### src/rtl/axi_rd_burst_chop.sv
`default_nettype none
// ============================================================================
// Module  : axi_rd_burst_chop
// Brief   : Splits AXI4 INCR read bursts into sub-bursts of at most CHOP_BEATS
//           beats and merges RLAST so the master sees one burst per AR.
// Rev     : 1.0
// ============================================================================
module axi_rd_burst_chop #(
   parameter int ADDRS        = 32,
   parameter int WIDTH        = 32,
   parameter int AXI_ID_WIDTH = 4,
   parameter int CHOP_BEATS   = 16,
   parameter int FLAG_DEPTH   = 16
) (
   input  logic                    clock,
   input  logic                    reset,
   input  logic                    s_arvalid_i,
   output logic                    s_arready_o,
   input  logic [ADDRS-1:0]        s_araddr_i,
   input  logic [AXI_ID_WIDTH-1:0] s_arid_i,
   input  logic [7:0]              s_arlen_i,
   input  logic [1:0]              s_arburst_i,
   output logic                    s_rvalid_o,
   input  logic                    s_rready_i,
   output logic                    s_rlast_o,
   output logic [1:0]              s_rresp_o,
   output logic [AXI_ID_WIDTH-1:0] s_rid_o,
   output logic [WIDTH-1:0]        s_rdata_o,
   output logic                    m_arvalid_o,
   input  logic                    m_arready_i,
   output logic [ADDRS-1:0]        m_araddr_o,
   output logic [AXI_ID_WIDTH-1:0] m_arid_o,
   output logic [7:0]              m_arlen_o,
   output logic [1:0]              m_arburst_o,
   input  logic                    m_rvalid_i,
   output logic                    m_rready_o,
   input  logic                    m_rlast_i,
   input  logic [1:0]              m_rresp_i,
   input  logic [AXI_ID_WIDTH-1:0] m_rid_i,
   input  logic [WIDTH-1:0]        m_rdata_i
);

   localparam int               MASKS   = WIDTH / 8;
   localparam int               PW      = (FLAG_DEPTH > 1) ? $clog2(FLAG_DEPTH) : 1;
   localparam logic [8:0]       C_CHOP  = 9'(CHOP_BEATS);
   localparam logic [ADDRS-1:0] C_STEP  = ADDRS'(CHOP_BEATS * MASKS);
   localparam logic [PW:0]      C_DEPTH = (PW + 1)'(FLAG_DEPTH);

   typedef enum logic [0:0] {
      ST_IDLE  = 1'b0,
      ST_ISSUE = 1'b1
   } state_t;

   state_t                  state_q, state_d;
   logic                    s_arready_q, s_arready_d;
   logic                    m_arvalid_q, m_arvalid_d;
   logic [ADDRS-1:0]        addr_q, addr_d;
   logic [AXI_ID_WIDTH-1:0] id_q, id_d;
   logic [8:0]              rem_q, rem_d;
   logic [7:0]              arlen_q, arlen_d;
   logic [FLAG_DEPTH-1:0]   flags_q, flags_d;
   logic [PW-1:0]           wr_q, wr_d, rd_q, rd_d;
   logic [PW:0]             cnt_q, cnt_d;

   logic w_ar_fire, w_final, w_push, w_pop_req, w_pop, w_empty, w_head;

   function automatic logic [7:0] sub_len(input logic [8:0] rem);
      return (rem > C_CHOP) ? 8'(C_CHOP - 9'd1) : 8'(rem - 9'd1);
   endfunction

   assign w_ar_fire = m_arvalid_q & m_arready_i;
   assign w_final   = (rem_q <= C_CHOP);
   assign w_push    = w_ar_fire;
   assign w_pop_req = m_rvalid_i & s_rready_i & m_rlast_i;
   assign w_empty   = (cnt_q == '0);
   assign w_pop     = w_pop_req & ~w_empty;
   assign w_head    = flags_q[rd_q];

   always_comb begin
      state_d     = state_q;
      s_arready_d = s_arready_q;
      m_arvalid_d = m_arvalid_q;
      addr_d      = addr_q;
      id_d        = id_q;
      rem_d       = rem_q;
      arlen_d     = arlen_q;
      flags_d     = flags_q;
      wr_d        = wr_q;
      rd_d        = rd_q;

      // Flag FIFO: one entry per issued sub-burst, set when it is the last one
      if (w_push) begin
         flags_d[wr_q] = w_final;
         wr_d          = wr_q + 1'b1;
      end
      if (w_pop) begin
         rd_d = rd_q + 1'b1;
      end
      cnt_d = cnt_q + {{PW{1'b0}}, w_push} - {{PW{1'b0}}, w_pop};

      case (state_q)
         ST_IDLE: begin
            s_arready_d = 1'b1;
            m_arvalid_d = 1'b0;
            if (s_arvalid_i && s_arready_q) begin
               addr_d      = s_araddr_i;
               id_d        = s_arid_i;
               rem_d       = {1'b0, s_arlen_i} + 9'd1;
               arlen_d     = sub_len({1'b0, s_arlen_i} + 9'd1);
               s_arready_d = 1'b0;
               state_d     = ST_ISSUE;
            end
         end
         ST_ISSUE: begin
            if (w_ar_fire && w_final) begin
               m_arvalid_d = 1'b0;
               s_arready_d = 1'b1;
               state_d     = ST_IDLE;
            end else begin
               if (w_ar_fire) begin
                  addr_d  = addr_q + C_STEP;
                  rem_d   = rem_q - C_CHOP;
                  arlen_d = sub_len(rem_q - C_CHOP);
               end
               // Valid can only rise here, never drop without a handshake:
               // occupancy cannot grow while a request is pending.
               m_arvalid_d = (cnt_d != C_DEPTH);
            end
         end
         default: state_d = ST_IDLE;
      endcase
   end

   always_ff @(posedge clock or negedge reset) begin
      if (!reset) begin
         state_q     <= ST_IDLE;
         s_arready_q <= 1'b0;
         m_arvalid_q <= 1'b0;
         addr_q      <= '0;
         id_q        <= '0;
         rem_q       <= '0;
         arlen_q     <= '0;
         flags_q     <= '0;
         wr_q        <= '0;
         rd_q        <= '0;
         cnt_q       <= '0;
      end else begin
         state_q     <= state_d;
         s_arready_q <= s_arready_d;
         m_arvalid_q <= m_arvalid_d;
         addr_q      <= addr_d;
         id_q        <= id_d;
         rem_q       <= rem_d;
         arlen_q     <= arlen_d;
         flags_q     <= flags_d;
         wr_q        <= wr_d;
         rd_q        <= rd_d;
         cnt_q       <= cnt_d;
      end
   end

   assign s_arready_o = s_arready_q;
   assign m_arvalid_o = m_arvalid_q;
   assign m_araddr_o  = addr_q;
   assign m_arid_o    = id_q;
   assign m_arlen_o   = arlen_q;
   assign m_arburst_o = 2'b01;

   assign s_rvalid_o  = m_rvalid_i;
   assign m_rready_o  = s_rready_i;
   assign s_rdata_o   = m_rdata_i;
   assign s_rid_o     = m_rid_i;
   assign s_rresp_o   = m_rresp_i;
   assign s_rlast_o   = m_rlast_i & w_head & ~w_empty;

   always @(posedge clock) begin
      if (reset && s_arvalid_i && s_arready_q)
         assert (s_arburst_i == 2'b01) else $error("axi_rd_burst_chop: non-INCR read burst");
      if (reset && w_pop_req)
         assert (!w_empty) else $error("axi_rd_burst_chop: RLAST with no outstanding sub-burst");
   end

endmodule
`default_nettype wire

### config.mk
export PLATFORM = sky130hd
export DESIGN_NAME = axi_rd_burst_chop
export DESIGN_NICKNAME = d
export VERILOG_FILES = /design/src/rtl/axi_rd_burst_chop.sv
export SDC_FILE = /design/constraint.sdc
export NUM_CORES = 1
export LEC_CHECK = 0
export ABC_CLOCK_PERIOD_IN_PS = 5350
export BUFFER_PORTS_ARGS = -buffer_cell sky130_fd_sc_hd__buf_2
export CAP_MARGIN = 20
export CORE_ASPECT_RATIO = 0.6
export CORE_UTILIZATION = 50
export CTS_CLUSTER_DIAMETER = 80
export CTS_CLUSTER_SIZE = 8
export DETAILED_ROUTE_END_ITERATION = 16
export HOLD_SLACK_MARGIN = 0.05
export PLACE_DENSITY_LB_ADDON = 0.25
export SLEW_MARGIN = 20
export SYNTH_ARGS = -nofsm -noshare
export SYNTH_HDL_FRONTEND = slang
export SYNTH_SLANG_ARGS = --single-unit
### constraint.sdc
create_clock -name clock -period 5.35 [get_ports clock]
set_clock_uncertainty 0.15 [all_clocks]
set_input_delay 0.2675 -clock clock [delete_from_list [all_inputs] [get_ports clock]]
set_output_delay 0.2675 -clock clock [all_outputs]
set_load 0.05 [all_outputs]
==> metrics, run 1 <==
Remaining Overflow, GRT 0; Tmin final 3.16 ns; number of port buffers 99; syn nets 668; Starting Density 52.2%; CP Data Arrival Time 3.23 ns; Pwr Total 3.56 mW; post-route antenna net violation count 0; Yosys cell types 70; Fin Setup TNS 0 ns; share of cells above drive strength 1 24.7%; top post-synthesis cells by area dfrtp_1 41%, buf_4 6.2%, nand2_1 4.9%, ha_1 4.3%, mux2_2 3.7%; worst vdd ir 312 µV; Req. time, crit path 5.42 ns; final max-slew violation count 0; Setup violations, final 0; Cell Count, Final, Fillers Out 755; Hold Violations, Final 0; Ys Warns 0; outcome finished clean; DR vias 4490; Routed wire per std cell 17.7 µm; HP Class primary input to flip-flop; Worst setup EP type flip-flop; Worst-Margin Slew 0.890 ns; static leakage 2.74 nW; power density cells 598 nW/µm²; Final #Nets 725; CTS clk-pin slew, worst paths 0.07 ns; Setup Fix Bufs, Post-CTS 0; Hold Buf Count CTS 17; critical path startpoint category flip-flop; total of max-cap violations 0; TritonCTS clock tree done; initial antenna violation count 0; cell total after placement 722; FF+latch area 2130 µm²; largest net degree at the start of global routing 86; total CTS buffers 9; worst setup path category flip-flop to flip-flop; Layout Utilization 59.5%; vias in the first global route 4304; first-pass GRT wire length 21500 µm; Inserted Diodes 0; main flop type after synthesis dfrtp_1; CTS H-tree depth 3; Post-synth EDFFs 0; area of the multi-input gates 2570 µm²; commonest non-fill, non-tap cells in the layout 98 x buf_2, 85 x dfrtp_1, 69 x nand2_1, 32 x nor2_1, 28 x o21ai_0; drt pass-1 iters 4; Seq/Total Area, Yosys 40.6%; Synth Register Bits 85; Final GP Congestion 0.884; Rel. slew slack 40.2%; clock sink count 85; Synth Cell Area 5230 µm²; Layout fillers 869; worst-skew pair later-pin latency 0.34 ns; FMAX 316 MHz; width of the die 134 µm; GR peak layer met2; Cell Rows 28; RSZ-0062 raised after global routing no; hold_ws 0.0640 ns; post-CTS resize count 0; I/O Pins 180; CTS root buffer clkbuf_16; GR Util met2 38.8%; most common cell after layout, fill and taps aside buf_2; top-area cell type share of the netlist area 40.6%; Period Utilization, post-route 59.1%; ys async rst share 100%; CTS max path bufs 2; worst-path fanout max 5; biggest area consumer among synthesized cells dfrtp_1; GRT Overall Usage 25.3%; hold path depth 3; met3 Resource Use GR 6.62%; Register-to-Register Path Depth 12; Area Growth Syn to Fin 13.8%; Iter 0 DRT Violations 425; M1 GR Usage 35.0%; area of the core 10000 µm²; final WL 13400 µm; DRC 0; Post-DP HPWL 9310 µm; die area 10900 µm²; Die H 81.3 µm; number of standard cells after synthesis 558; Via density 5.95; syn_area_per_cell 9.38 µm²
[routing by layer]
layer | share of wire [%] | vias to the layer above
met4 | 2.3 | 0
li1 | - | 2082
met1 | 47 | 2145
met3 | 8.3 | 43
met2 | 42 | 220
met5 | 0 | -
[report_power, final]
part           internal [mW]  switching (mW)  leakage (nW)
logic                  0.577            1.13          1.54
registers              0.903           0.282          1.05
clock network          0.409           0.264         0.153
[critical path: stages (launching register included)]
cell     delay (ns)
dfrtp_1        0.39
inv_1          0.08
ha_1           0.14
inv_1          0.04
o41ai_1        0.47
nor2_1         0.21
ha_1           0.32
inv_1          0.04
ha_1           0.20
fa_1           0.43
xor2_1         0.21
nor4_1         0.26
a21oi_1        0.10
[Yosys cell counts, types with 3 or more instances]
cell type,instances
o21ai_0,28
or4_1,4
o22ai_1,16
a31oi_1,4
o211ai_1,6
clkbuf_1,22
nor2_1,32
a211oi_1,3
nor4_1,5
o41ai_1,3
o22a_1,6
nand2_1,69
mux2i_1,3
and2_1,3
dfrtp_1,85
buf_2,5
a21o_1,4
mux2_2,17
a21oi_1,23
a21boi_0,3
a221o_1,3
ha_1,18
xnor2_1,14
xor2_1,7
buf_4,43
and3_1,8
nand2b_1,3
buf_6,3
nand3_1,14
inv_1,21
mux4_2,5
nand4_1,11
nor3_1,20
[layout make-up]
cell class	count	area share, %
tap	135	2.83
clock buffer	10	3.84
inverter	21	1.32
sequential	85	35.7
clock inverter	6	1.45
timing repair buffer	120	11.8
multi-input combinational	378	43.1
[per-stage QoR]
stage	worst slack, ns	instance area (µm²)
final	2.19	5960
after global routing	1.87	5960
after CTS	2.15	5950
after detailed placement	2.18	5460
after global placement	2.29	5460
after floorplan	2.52	5230
[registers in the layout (all words and copies together) (netlist names)]
signal / flops
m_arvalid_o: 1
m_araddr_o: 32
m_arlen_o: 8
m_arid_o: 4
flags_q: 16
wr_q: 4
rem_q: 9
rd_q: 4
s_arready_o: 1
cnt_q: 5
state_q: 1
[cells by family (layout without fill, tap and decap cells)]
kind of cell    after synthesis  count (layout)  synth area share (%)
simple gates                186             186                  17.6
compound gates              125             125                  16.6
buf+inv                      95             157                  10.4
flops                        85              85                  40.6
mux                          25              25                  6.38
xor+xnor                     21              21                  3.51
fa+ha+maj                    19              19                  4.69
other cells                   2               2                 0.143
[path summary, 6_finish.rpt]
check                                   start            end  slack (ns)
worst max-delay path                 cnt_q[2]    m_arvalid_o        2.19
worst min-delay path            s_araddr_i[7]  m_araddr_o[7]        0.06
worst max register to register       cnt_q[2]    m_arvalid_o        2.19
worst min register to register  m_araddr_o[4]  m_araddr_o[4]        0.33
max in group asynchronous               reset   m_arlen_o[6]        4.10
min in group asynchronous               reset   m_arlen_o[3]        0.39
Note: power is estimated with default switching activity, not from simulation.
==> inputs of run 2 (changes only) <==
ABC_AREA = 1   (was not set)
ABC_CLOCK_PERIOD_IN_PS = 2600   (was 5350)
CORE_UTILIZATION = 47   (was 50)
clock period = 2.6 ns   (was 5.35 ns; I/O delays follow)
==> metrics, run 2 <==
clock sink count 85; Cell Count, Final, Fillers Out 1064; CP Data Arrival Time 2.72 ns; DR vias 5328; Synth Register Bits 85; CTS max path bufs 2; worst reg-to-reg setup slack -0.05 ns; worst setup path category flip-flop to flip-flop; critical path startpoint category flip-flop; drt pass-1 iters 5; Cell Rows 30; hold path depth 4; Post-synth EDFFs 0; WHS Endpoint rd_q[0]; DRC 0; CTS clk-pin slew, worst paths 0.07 ns; max FFs per register 32; number of port buffers 99; cell total after placement 1005; most common cell after layout, fill and taps aside nand2_1; outcome complete, but fails checks; r2r endpoint m_arvalid_o; Yosys cell types 40; syn nets 902; Req. time, crit path 2.67 ns; total of max-cap violations 0; share of cells above drive strength 1 17.9%; Worst setup EP type flip-flop; commonest non-fill, non-tap cells in the layout 237 x nand2_1, 99 x nor2_1, 98 x buf_2, 84 x dfrtp_1, 67 x inv_1; final max-slew violation count 0; Final #Nets 1009; ys async rst share 100%; number of standard cells after synthesis 792; I/O Pins 180; Setup violations, final 1; worst-path fanout max 2; count leader, synth nand2_1; area of the core 11500 µm²; Via density 5.01; worst-skew pair later-pin latency 0.34 ns; Starting Density 48.9%; Remaining Overflow, GRT 0; die area 12400 µm²; initial antenna violation count 0; final WL 15300 µm; Area Growth Syn to Fin 21.6%; Final GP Congestion 0.904; failing checks negative setup slack; Period Utilization, post-route 102%; Fin Setup TNS -0.0538 ns; static leakage 3.43 nW; largest net degree at the start of global routing 59; RSZ-0062 raised after global routing yes; Die H 86.7 µm; Hold Violations, Final 0; Routed wire per std cell 14.4 µm; PnR worst setup slack -0.0538 ns; FMAX 377 MHz; Synth Cell Area 5620 µm²; biggest area consumer among synthesized cells dfrtp_1; vias in the first global route 4944; first-pass GRT wire length 25500 µm; power density cells 1340 nW/µm²; reg2reg start cnt_q[2]; Iter 0 DRT Violations 428; width of the die 143 µm; Inserted Diodes 0; TritonCTS clock tree done; worst vdd ir 729 µV; syn_area_per_cell 7.10 µm²; Tmin final 2.65 ns; min-delay src m_rvalid_i; synth cell count leaders 238 x nand2_1, 99 x nor2_1, 85 x dfrtp_1; Register-to-Register Path Depth 14; top post-synthesis cells by area dfrtp_1 38%, nand2_1 16%, nor2_1 6.6%, buf_4 5.6%, inv_1 4.7%; Ys Warns 0; HP Class primary input to flip-flop; CTS root buffer clkbuf_16; main flop type after synthesis dfrtp_1; total CTS buffers 9; CTS H-tree depth 3; top-area cell type share of the netlist area 37.8%; Post-DP HPWL 11000 µm; GRT Overall Usage 26.9%; post-route antenna net violation count 0; Seq/Total Area, Yosys 37.8%
## run 2: cell count changes after synthesis, moves of 8 or more
cell,delta
clkbuf_1,-15
inv_1,+50
mux2_2,-17
nand2_1,+169
nand3_1,+39
nor2_1,+67
o21ai_0,+16
o21ai_1,+8
o22ai_1,-16
xor2_1,+9
## run 2: metrics by stage
stage / util (%) / hold slack (ns) / total power [mW] / cell area, µm² / setup WS (ns)
after floorplan: - / -0.316 / 6.32 / 5620 / -0.0114
after global routing: 59.5 / 0.0901 / 9.86 / 6840 / -0.204
after detailed placement: 52.4 / -0.0693 / 7.40 / 6020 / -0.0869
final: 59.5 / 0.0517 / 9.13 / 6840 / -0.0538
after CTS: 58.9 / 0.0522 / 8.91 / 6760 / -0.0468
after global placement: 52.4 / -0.0698 / 7.34 / 6020 / -0.0683
## run 2: timing repair
| action | 4_1_cts | 5_1_grt |
|---|---|---|
| hold buffers | 40 | 0 |
| buffers inserted | 0 | 3 |
| setup endpoints to repair | 1 | 16 |
| endpoints found under the hold margin | 124 | 0 |
| resized for setup | 6 | 10 |
## run 2: cell type report
class                           count  area [µm²]
Tap cell                          160         200
Clock buffer                        9         225
Inverter                           78         299
Clock inverter                      7        98.8
Timing Repair Buffer              155        1030
Multi-Input combinational cell    570        2850
Fill cell                        1091        4650
Sequential cell                    85        2130
## run 2: report_power, final
group | internal [mW] | switching, mW | leakage, nW
registers | 1.97 | 0.669 | 1.04
logic | 1.55 | 3.53 | 2.23
clock network | 0.847 | 0.564 | 0.156
total | 4.37 | 4.76 | 3.43
## run 2: kinds of logic (layout without fill, tap and decap cells)
group	count (synthesis)	in the layout	share of synthesized area, %
other	2	2	0.134
DFF	85	85	37.8
and+or+nand+nor	438	438	32.8
muxes	5	5	0.890
AOI/OAI and AO/OA	81	81	7.50
xor gates and xnor gates	25	25	3.89
buffers and inverters	137	249	12.6
adders and majority gates	19	19	4.36
## run 2: critical path: stages, from the launching register on
cell	delay, ns
dfrtp_1	0.39
inv_2	0.09
ha_4	0.13
nand2_2	0.05
nor3_2	0.09
nor2_1	0.07
nand3_1	0.10
inv_2	0.07
ha_4	0.26
inv_2	0.03
ha_4	0.15
fa_2	0.35
xor2_1	0.20
nor4_2	0.29
a21oi_1	0.11
## run 2: per-layer routing
metal	vias up	part of all wire (%)	track usage [%]
met2	204	38	36.8
met3	30	7.4	6.30
met1	2408	53	42.1
li1	2686	-	-
met5	-	0	0
met4	0	1.2	5.57
## run 2: how the worst max path moves through the flow
stage              from  depth (start not counted)  slack (ns)          end
6_report       cnt_q[2]                         14       -0.05  m_arvalid_o
4_1_cts        cnt_q[2]                         16       -0.05  m_arvalid_o
5_1_grt        cnt_q[2]                         16       -0.20  m_arvalid_o
3_3_place_gp   cnt_q[2]                         16       -0.07  m_arvalid_o
3_5_place_dp   cnt_q[2]                         16       -0.09  m_arvalid_o
2_1_floorplan  cnt_q[3]                         16       -0.01  m_arvalid_o
